--- src/rtl/imem_fetch_port.sv ---
// imem_fetch_port: run-time-writable instruction memory with a one-deep
// pipelined fetch port, valid/ready handshakes, error flags and error counter.
//
// Ports:
//   Clk, Reset_n                      clock, async active-low reset
//   Req_Valid/Req_Ready/Req_Addr      byte-addressed fetch request
//   Flush                             drop held response, block accept
//   Rsp_Valid/Rsp_Ready               response handshake
//   Rsp_Instruction/Rsp_Error         registered fetch result
//   Wr_En/Wr_Addr/Wr_Data             program-write port
//   Err_Count                         saturating count of error responses
module imem_fetch_port #(
  parameter int DATA_WIDTH = 32,
  parameter int ADDR_WIDTH = 32,
  parameter int DEPTH      = 128,
  parameter int INIT_MODE  = 1
) (
  input  logic                  Clk,
  input  logic                  Reset_n,
  input  logic                  Req_Valid,
  output logic                  Req_Ready,
  input  logic [ADDR_WIDTH-1:0] Req_Addr,
  input  logic                  Flush,
  output logic                  Rsp_Valid,
  input  logic                  Rsp_Ready,
  output logic [DATA_WIDTH-1:0] Rsp_Instruction,
  output logic                  Rsp_Error,
  input  logic                  Wr_En,
  input  logic [ADDR_WIDTH-1:0] Wr_Addr,
  input  logic [DATA_WIDTH-1:0] Wr_Data,
  output logic [7:0]            Err_Count
);

  localparam int IDX_W = $clog2(DEPTH);

  // one bit wider than the address so DEPTH*4 is always representable
  localparam logic [ADDR_WIDTH:0] LIMIT =
    (ADDR_WIDTH+1)'(DEPTH * 4);

  typedef enum logic {
    S_EMPTY = 1'b0,
    S_FULL  = 1'b1
  } state_t;

  state_t r_state;
  state_t w_state_nxt;

  logic [DATA_WIDTH-1:0] r_data;
  logic                  r_err;
  logic [7:0]            r_cnt;

  logic                  w_req_ready;
  logic                  w_accept;
  logic                  w_load;
  logic                  w_rd_bad;
  logic [IDX_W-1:0]      w_rd_idx;
  logic [DATA_WIDTH-1:0] w_rd_word;
  logic                  w_wr_ok;
  logic [IDX_W-1:0]      w_wr_idx;
  logic                  w_cnt_inc;

  logic [DATA_WIDTH-1:0] w_words [DEPTH];

  // ---------------- address decode ----------------
  assign w_rd_bad = (Req_Addr[1:0] != 2'b00) ||
                    ({1'b0, Req_Addr} >= LIMIT);
  assign w_rd_idx = Req_Addr[IDX_W+1:2];

  assign w_wr_ok  = Wr_En &&
                    (Wr_Addr[1:0] == 2'b00) &&
                    ({1'b0, Wr_Addr} < LIMIT);
  assign w_wr_idx = Wr_Addr[IDX_W+1:2];

  // ---------------- storage ----------------
  // Per-word registers so each word carries its own time-zero value;
  // contents are deliberately outside the reset domain.
  for (genvar gi = 0; gi < DEPTH; gi++) begin : g_word
    localparam logic [DATA_WIDTH-1:0] INIT_VAL =
      (INIT_MODE == 1) ? DATA_WIDTH'(gi * 3) : '0;

    logic [DATA_WIDTH-1:0] r_word = INIT_VAL;

    always_ff @(posedge Clk) begin
      if (w_wr_ok && (w_wr_idx == IDX_W'(gi))) begin
        r_word <= Wr_Data;
      end
    end

    assign w_words[gi] = r_word;
  end

  // Read is sampled on the accept edge, so a same-edge write to the
  // same word is returned as the old value.
  assign w_rd_word = w_rd_bad ? '0 : w_words[w_rd_idx];

  // ---------------- handshake ----------------
  assign w_req_ready = !Flush &&
                       ((r_state == S_EMPTY) || Rsp_Ready);
  assign w_accept    = Req_Valid && w_req_ready;

  always_comb begin
    w_state_nxt = r_state;
    w_load      = 1'b0;
    if (Flush) begin
      w_state_nxt = S_EMPTY;
    end else if (w_accept) begin
      w_state_nxt = S_FULL;
      w_load      = 1'b1;
    end else if (Rsp_Ready) begin
      w_state_nxt = S_EMPTY;
    end
  end

  always_ff @(posedge Clk or negedge Reset_n) begin
    if (!Reset_n) begin
      r_state <= S_EMPTY;
    end else begin
      r_state <= w_state_nxt;
    end
  end

  // ---------------- response register ----------------
  always_ff @(posedge Clk or negedge Reset_n) begin
    if (!Reset_n) begin
      r_data <= '0;
      r_err  <= 1'b0;
    end else if (w_load) begin
      r_data <= w_rd_word;
      r_err  <= w_rd_bad;
    end
  end

  // ---------------- error counter ----------------
  // A flushed response is never delivered, so it is not counted.
  assign w_cnt_inc = (r_state == S_FULL) && Rsp_Ready &&
                     r_err && !Flush && (r_cnt != 8'hFF);

  always_ff @(posedge Clk or negedge Reset_n) begin
    if (!Reset_n) begin
      r_cnt <= '0;
    end else if (w_cnt_inc) begin
      r_cnt <= r_cnt + 8'd1;
    end
  end

  // ---------------- outputs ----------------
  assign Req_Ready       = w_req_ready;
  assign Rsp_Valid       = (r_state == S_FULL);
  assign Rsp_Instruction = r_data;
  assign Rsp_Error       = r_err;
  assign Err_Count       = r_cnt;

endmodule

--- config.mk ---
export PLATFORM = sky130hd
export DESIGN_NAME = imem_fetch_port
export DESIGN_NICKNAME = d
export VERILOG_FILES = /design/src/rtl/imem_fetch_port.sv
export SDC_FILE = /design/constraint.sdc
export NUM_CORES = 2
export LEC_CHECK = 0
export BUFFER_PORTS_ARGS = -buffer_cell sky130_fd_sc_hd__clkbuf_2
export CAP_MARGIN = 20
export CORE_MARGIN = 8
export CORE_UTILIZATION = 40
export CTS_CLUSTER_SIZE = 10
export DETAILED_ROUTE_END_ITERATION = 16
export GPL_ROUTABILITY_DRIVEN = 0
export PLACE_DENSITY = 0.64
export SETUP_SLACK_MARGIN = 0.4
export SLEW_MARGIN = 20
export SYNTH_ARGS = -nofsm -noshare
export SYNTH_HDL_FRONTEND = slang
export SYNTH_SLANG_ARGS = --single-unit
--- constraint.sdc ---
create_clock -name Clk -period 2.8 [get_ports Clk]
set_clock_uncertainty 0.15 [all_clocks]
set_input_delay 0.14 -clock Clk [delete_from_list [all_inputs] [get_ports Clk]]
set_output_delay 0.14 -clock Clk [all_outputs]
set_load 0.01 [all_outputs]
**Word-level counts from Yosys, hierarchy flattened**

Cells that the tools add are included.

- Register bits after elaboration: 4138
- Input bits: 102
- Output and inout bits: 43
- Logic and storage cells: 418

- Add/subtract/negate cells: 1
- $lt $le $gt $ge: 3
- Equal/unequal tests: 128
- Multiplexer cells: 9
- Bitwise gates (word level): 2
- Reduce and logical (&&, ||, !) cells: 143

Operators with widths:

| operator | number |
|---|---|
| $eq A7 B7 Y1 const B | 64 |
| $bmux W32 S7 | 1 |
| $eq A7 B6 Y1 const B | 32 |
| $logic_and A1 B1 Y1 | 136 |
| $eq A7 B5 Y1 const B | 16 |
| $mux W32 | 3 |
| $eq A7 B4 Y1 const B | 8 |
| $ge A32 B10 Y1 const B | 1 |
| $lt A32 B10 Y1 const B | 1 |
| $eq A7 B3 Y1 const B | 4 |
| $eq A7 B2 Y1 const B | 2 |
| $add A8 B1 Y8 const B | 1 |
| $ge A8 B8 Y1 const B | 1 |
| $ne A8 B8 Y1 const B | 1 |
| $not A7 Y8 | 1 |
| $eq A7 B1 Y1 const B | 1 |
| $logic_not A7 Y1 | 1 |
| $mux W1 | 5 |
| $reduce_bool A3 Y1 | 1 |
| $logic_not A2 Y1 | 1 |
| $logic_or A1 B1 Y1 | 2 |
| $reduce_bool A2 Y1 | 1 |
| $logic_not A1 Y1 | 1 |
| $not A1 Y1 | 1 |

**Depth between registers and ports, before layout**

- Depth after elaboration: 6
- Gate-level depth with buffers: 12
- Depth with buffers taken out: 7

**Least setup slack after synthesis**

No wires, ideal clock.

- Path type: input to register
- Start: input port Wr_Addr[1]
- End: register g_word[125].r_word[0] (enable)
- Library setup time: 421 ps
- Arrival time: 2794 ps
- Required time: 2229 ps
- Slack: -565 ps
- Cell stages on the path: 5
- Buffers on the path: 0
- Cells stage by stage: nor4b_1 > nand4_1 > nor4b_1 > nand3_1 > nor2_1

- Cells in the longest elaborated chain, start to end: 4
- Elaborated cells between the ends (all ways): 5
- Those cells by class: order compare: 1; reduce/logical: 4

Ends and longest elaborated chain:

| item | RTL line | RTL |
|---|---|---|
| start: declaration | 29 | `input logic [ADDR_WIDTH-1:0] Wr_Addr,` |
| parallel branches: the longest is 2 deep, another holds $lt A32 B10 Y1 | -- |  |
| $logic_and A1 B1 Y1 (*) | 70 | `(Wr_Addr[1:0] == 2'b00) &&` |
| $logic_and A1 B1 Y1 (*) | 84 | `if (w_wr_ok && (w_wr_idx == IDX_W'(gi))) begin` |
| end signal: assignment | 85 | `r_word <= Wr_Data;` |
| end: declaration | 81 | `logic [DATA_WIDTH-1:0] r_word = INIT_VAL;` |

Mark *: on every way between the ends.
A chain may end at the register's enable or synchronous reset.

**Final worst setup path**

- Start: register g_word[56].r_word[12]
- End: register r_data[12] (netlist: Rsp_Instruction[12])

- Cells in the longest elaborated chain, start to end: 4

Ends and longest elaborated chain:

| item | RTL line | RTL |
|---|---|---|
| start: declaration | 81 |  |
| start signal: assignment | 85 |  |
| $bmux W32 S7 | 94 | `assign w_rd_word = w_rd_bad ? '0 : w_words[w_rd_idx];` |
| $mux W32 (implied by the code) (2 in a row) | 94 |  |
| $mux W32 | 94 |  |
| end signal: assignment | 128 | `r_data <= w_rd_word;` |
| end: declaration | 48 | `logic [DATA_WIDTH-1:0] r_data;` |

No other way between the ends. The select of a mux whose other input is x is not followed.

==> Flow_metrics.wiki <==
{| class="wikitable"
! Metric !! Value
|-
| Result of the run || finished clean
|-
| DRC violation total after the first TritonRoute iteration || 9,467
|-
| Endpoint kind of the worst setup timing path || register
|-
| Area growth from synthesis to layout || 18.2%
|-
| Number of nets produced by synthesis || 8,004
|-
| Floorplan row count || 232
|-
| Total leakage power || 62.5 nW
|-
| Mean Syn Cell Area || 20.3 um2
|-
| Achievable frequency || 401 MHz
|-
| Required time of the critical path || 3.42 ns
|-
| Commonest non-fill, non-tap cell in the layout || edfxtp_1
|-
| Cell chosen for the clock root || clkbuf_16
|-
| Worst supply voltage drop on vdd || 0.000579 V
|-
| Average wire per cell in the routed design || 30.5 um
|-
| MaxCap Viol Count || 0
|-
| Met3 Usage GRT || 0.0347
|-
| Summed area of non-filler cells in the final layout || 189,000 um2
|-
| Placed cell areas || 175,000 um2
|-
| Vias after detailed routing || 82.9k
|-
| Global-route wire length before repair || 616,000 um
|-
| Max FO, Critical Path || 1
|-
| Die X-Extent || 649 um
|-
| Dominant synthesized flop cell || edfxtp_1
|-
| Buffers from clock root to sink, at most || 4
|-
| Post-Synthesis Cells || 7,901
|-
| Most frequent cells in the layout || edfxtp_1, mux2i_1, mux4_2
|-
| Power density over the cells || 675 nW/um2
|-
| Clock-pin slew on the worst setup and hold paths || 0.06 ns
|-
| Total congestion overflow || 0
|-
| Post-synth ARST share || 0.0101
|-
| Least-Margin Pin Slew || 1.10 ns
|-
| Worst max-slew margin expressed relative to the limit || 0.264
|-
| Final setup violation count || 0
|-
| Final critical delay including setup and external delays || 2.50 ns
|-
| Count of pins on the block boundary || 145
|-
| Share of synthesized area occupied by flip-flops and latches || 0.775
|-
| Data arrival, critical path || 3.12 ns
|-
| Number of buffers created by CTS || 458
|-
| Cell Area, Synth || 160,000 um2
|-
| GRT Resource Usage Total || 0.200
|-
| Post-route DRC violation count || 0
|-
| Initial Utilization || 0.401
|-
| Overall routed net length || 437,000 um
|-
| Endpoints failing hold || 0
|-
| Number of flip-flops and latches in the synthesized netlist || 4,138
|-
| Final Max Slew Viols || 0
|-
| Met2 Usage GRT || 0.327
|-
| Floorplan die area || 421,000 um2
|-
| Busiest layer in global routing || met2
|-
| Buffers added on ports || 144
|-
| Worst Hold Class || in2reg
|-
| Maximum number of pins on one net before global-route repair || 129
|-
| Share of cells above drive strength 1 || 0.245
|-
| Worst hold-check slack || 0.0694 ns
|-
| H-tree Lvls || 5
|-
| Number of nets still failing antenna checks after routing || 0
|-
| Crit share post-route || 0.892
|-
| TritonRoute pass-1 iters || 8
|-
| Overall power of the completed layout || 128 mW
|-
| Number of distinct library cells after synthesis || 46
|-
| Critical path startpoint category || register
|-
| Area of the core || 399,000 um2
|-
| Met1 global-route usage || 0.268
|-
| Via count of the first global-routing pass || 83.1k
|-
| Via-to-Cell Ratio || 5.79
|-
| Clock latency on the worst-skew pair || 0.94 ns
|-
| Antenna violations before repair || 34
|-
| Number of enable-type register cells in the synthesized netlist || 4,096
|-
| Clock tree sinks || 4,138
|-
| Setup repair after global routing missed its margin || yes
|-
| Die extent in y || 649 um
|-
| Final Net Count || 8,943
|-
| Warning count from the yosys run || 0
|-
| CTS tree || yes
|-
| Worst setup path category || reg2reg
|-
| Detailed-placement wirelength estimate || 261,000 um
|}
-- state kept, by name, indices dropped and copies added (netlist names) --
name / count
Err_Count: 8
Rsp_Error: 1
g_word.r_word: 4096
Rsp_Valid: 1
Rsp_Instruction: 32
-- critical path, stage by stage (launching register included) --
cell and delay [ns]:
edfxtp_1 0.37, mux4_2 0.48, mux2i_2 0.19, o22ai_2 0.13, o21a_2 0.29, nor3_4 0.48, buf_4 0.21, o41ai_2 0.05
-- repair_timing --
action	CTS	global route
hold buffers	66	0
gates resized for setup	50	64
hold endpoints to repair	4780	0
buffers inserted	1	0
endpoints found under the setup margin	1120	30
pin swaps	13	14
cloned	0	1
-- per-layer routing --
| layer | up-vias | wire length (um) |
|---|---|---|
| li1 | 34300 | - |
| met4 | 12 | 18900 |
| met3 | 651 | 37000 |
| met5 | - | 80 |
| met2 | 3906 | 209000 |
| met1 | 44000 | 172000 |
-- where the power goes --
group	switching (mW)	internal, mW	total [mW]
sequential	0.0337	68.1	68.2
clock	22.4	30.0	52.4
combinational	4.52	2.65	7.17
total	27.0	101	128
-- cell families (layout without fill, tap and decap cells) --
kind of cell,after synthesis,after routing,synth area share
compound gates,776,776,0.0341
xor+xnor,7,7,0.000383
fa+ha+maj,1,1,0.0000781
buf+inv,465,1606,0.0168
flops,4138,4138,0.775
mux,1760,1760,0.153
other cells,0,20,0
simple gates,754,754,0.0213
-- final cells by class --
type | instances | area, um2
antenna | 20 | 50.0
clock buffer | 640 | 12200
clock inverter | 22 | 294
fill | 32300 | 210000
inverter | 1 | 3.75
multi-input combinational | 3298 | 35200
sequential | 4138 | 124000
tap | 5265 | 6590
timing repair buffer | 943 | 10800
-- through the flow --
step / setup slack [ns] / instances / setup TNS [ns] / utilization
floorplan: 0.223 / 7901 / 0 / -
global placement: -1.30 / 13600 / -2008.53 / 0.439
detailed placement: -0.759 / 13600 / -2251.87 / 0.439
CTS: 0.278 / 14300 / 0 / 0.473
global route: 0.318 / 14300 / 0 / 0.474
finish: 0.303 / 14300 / 0 / 0.474
-- worst paths after layout --
path / from / end / slack [ns] / depth (start not counted)
max in group asynchronous: Reset_n / Rsp_Instruction[21] / 1.81 / 4
worst max-delay path: g_word[56].r_word[12] / Rsp_Instruction[12] / 0.30 / 7
min in group asynchronous: Reset_n / Rsp_Instruction[18] / 0.38 / 4
worst max register to register: g_word[56].r_word[12] / Rsp_Instruction[12] / 0.30 / 7
worst min-delay path: Wr_Data[19] / g_word[84].r_word[19] / 0.07 / 2
worst min register to register: Rsp_Instruction[11] / Rsp_Instruction[11] / 0.34 / 2
-- Yosys cell counts, drive strengths merged, types with 3 or more instances --
| master | instances | area share |
|---|---|---|
| edfxtp | 4096 | 0.77 |
| mux2i | 1186 | 0.074 |
| mux4 | 542 | 0.076 |
| a22oi | 383 | 0.018 |
| buf | 282 | 0.012 |
| nand2 | 242 | 0.0057 |
| nand3 | 199 | 0.0062 |
| clkbuf | 182 | 0.0043 |
| nor2 | 172 | 0.0040 |
| a21oi | 129 | 0.0040 |
| a31oi | 65 | 0.0025 |
| o21ai | 65 | 0.0020 |
| o22ai | 65 | 0.0025 |
| dfrtp | 42 | 0.0066 |
| nand4 | 35 | 0.0014 |
| nor3 | 35 | 0.0011 |
| and3 | 33 | 0.0013 |
| mux2 | 32 | 0.0023 |
| o41ai | 32 | 0.0032 |
| o21a | 31 | 0.0015 |
| nor4 | 11 | 0.00043 |
| nor2b | 8 | 0.00031 |
| nand3b | 5 | 0.00023 |
| xnor2 | 4 | 0.00022 |
| or3b | 3 | 0.00016 |
| xor2 | 3 | 0.00016 |
Power figures use the tool's default switching activity.
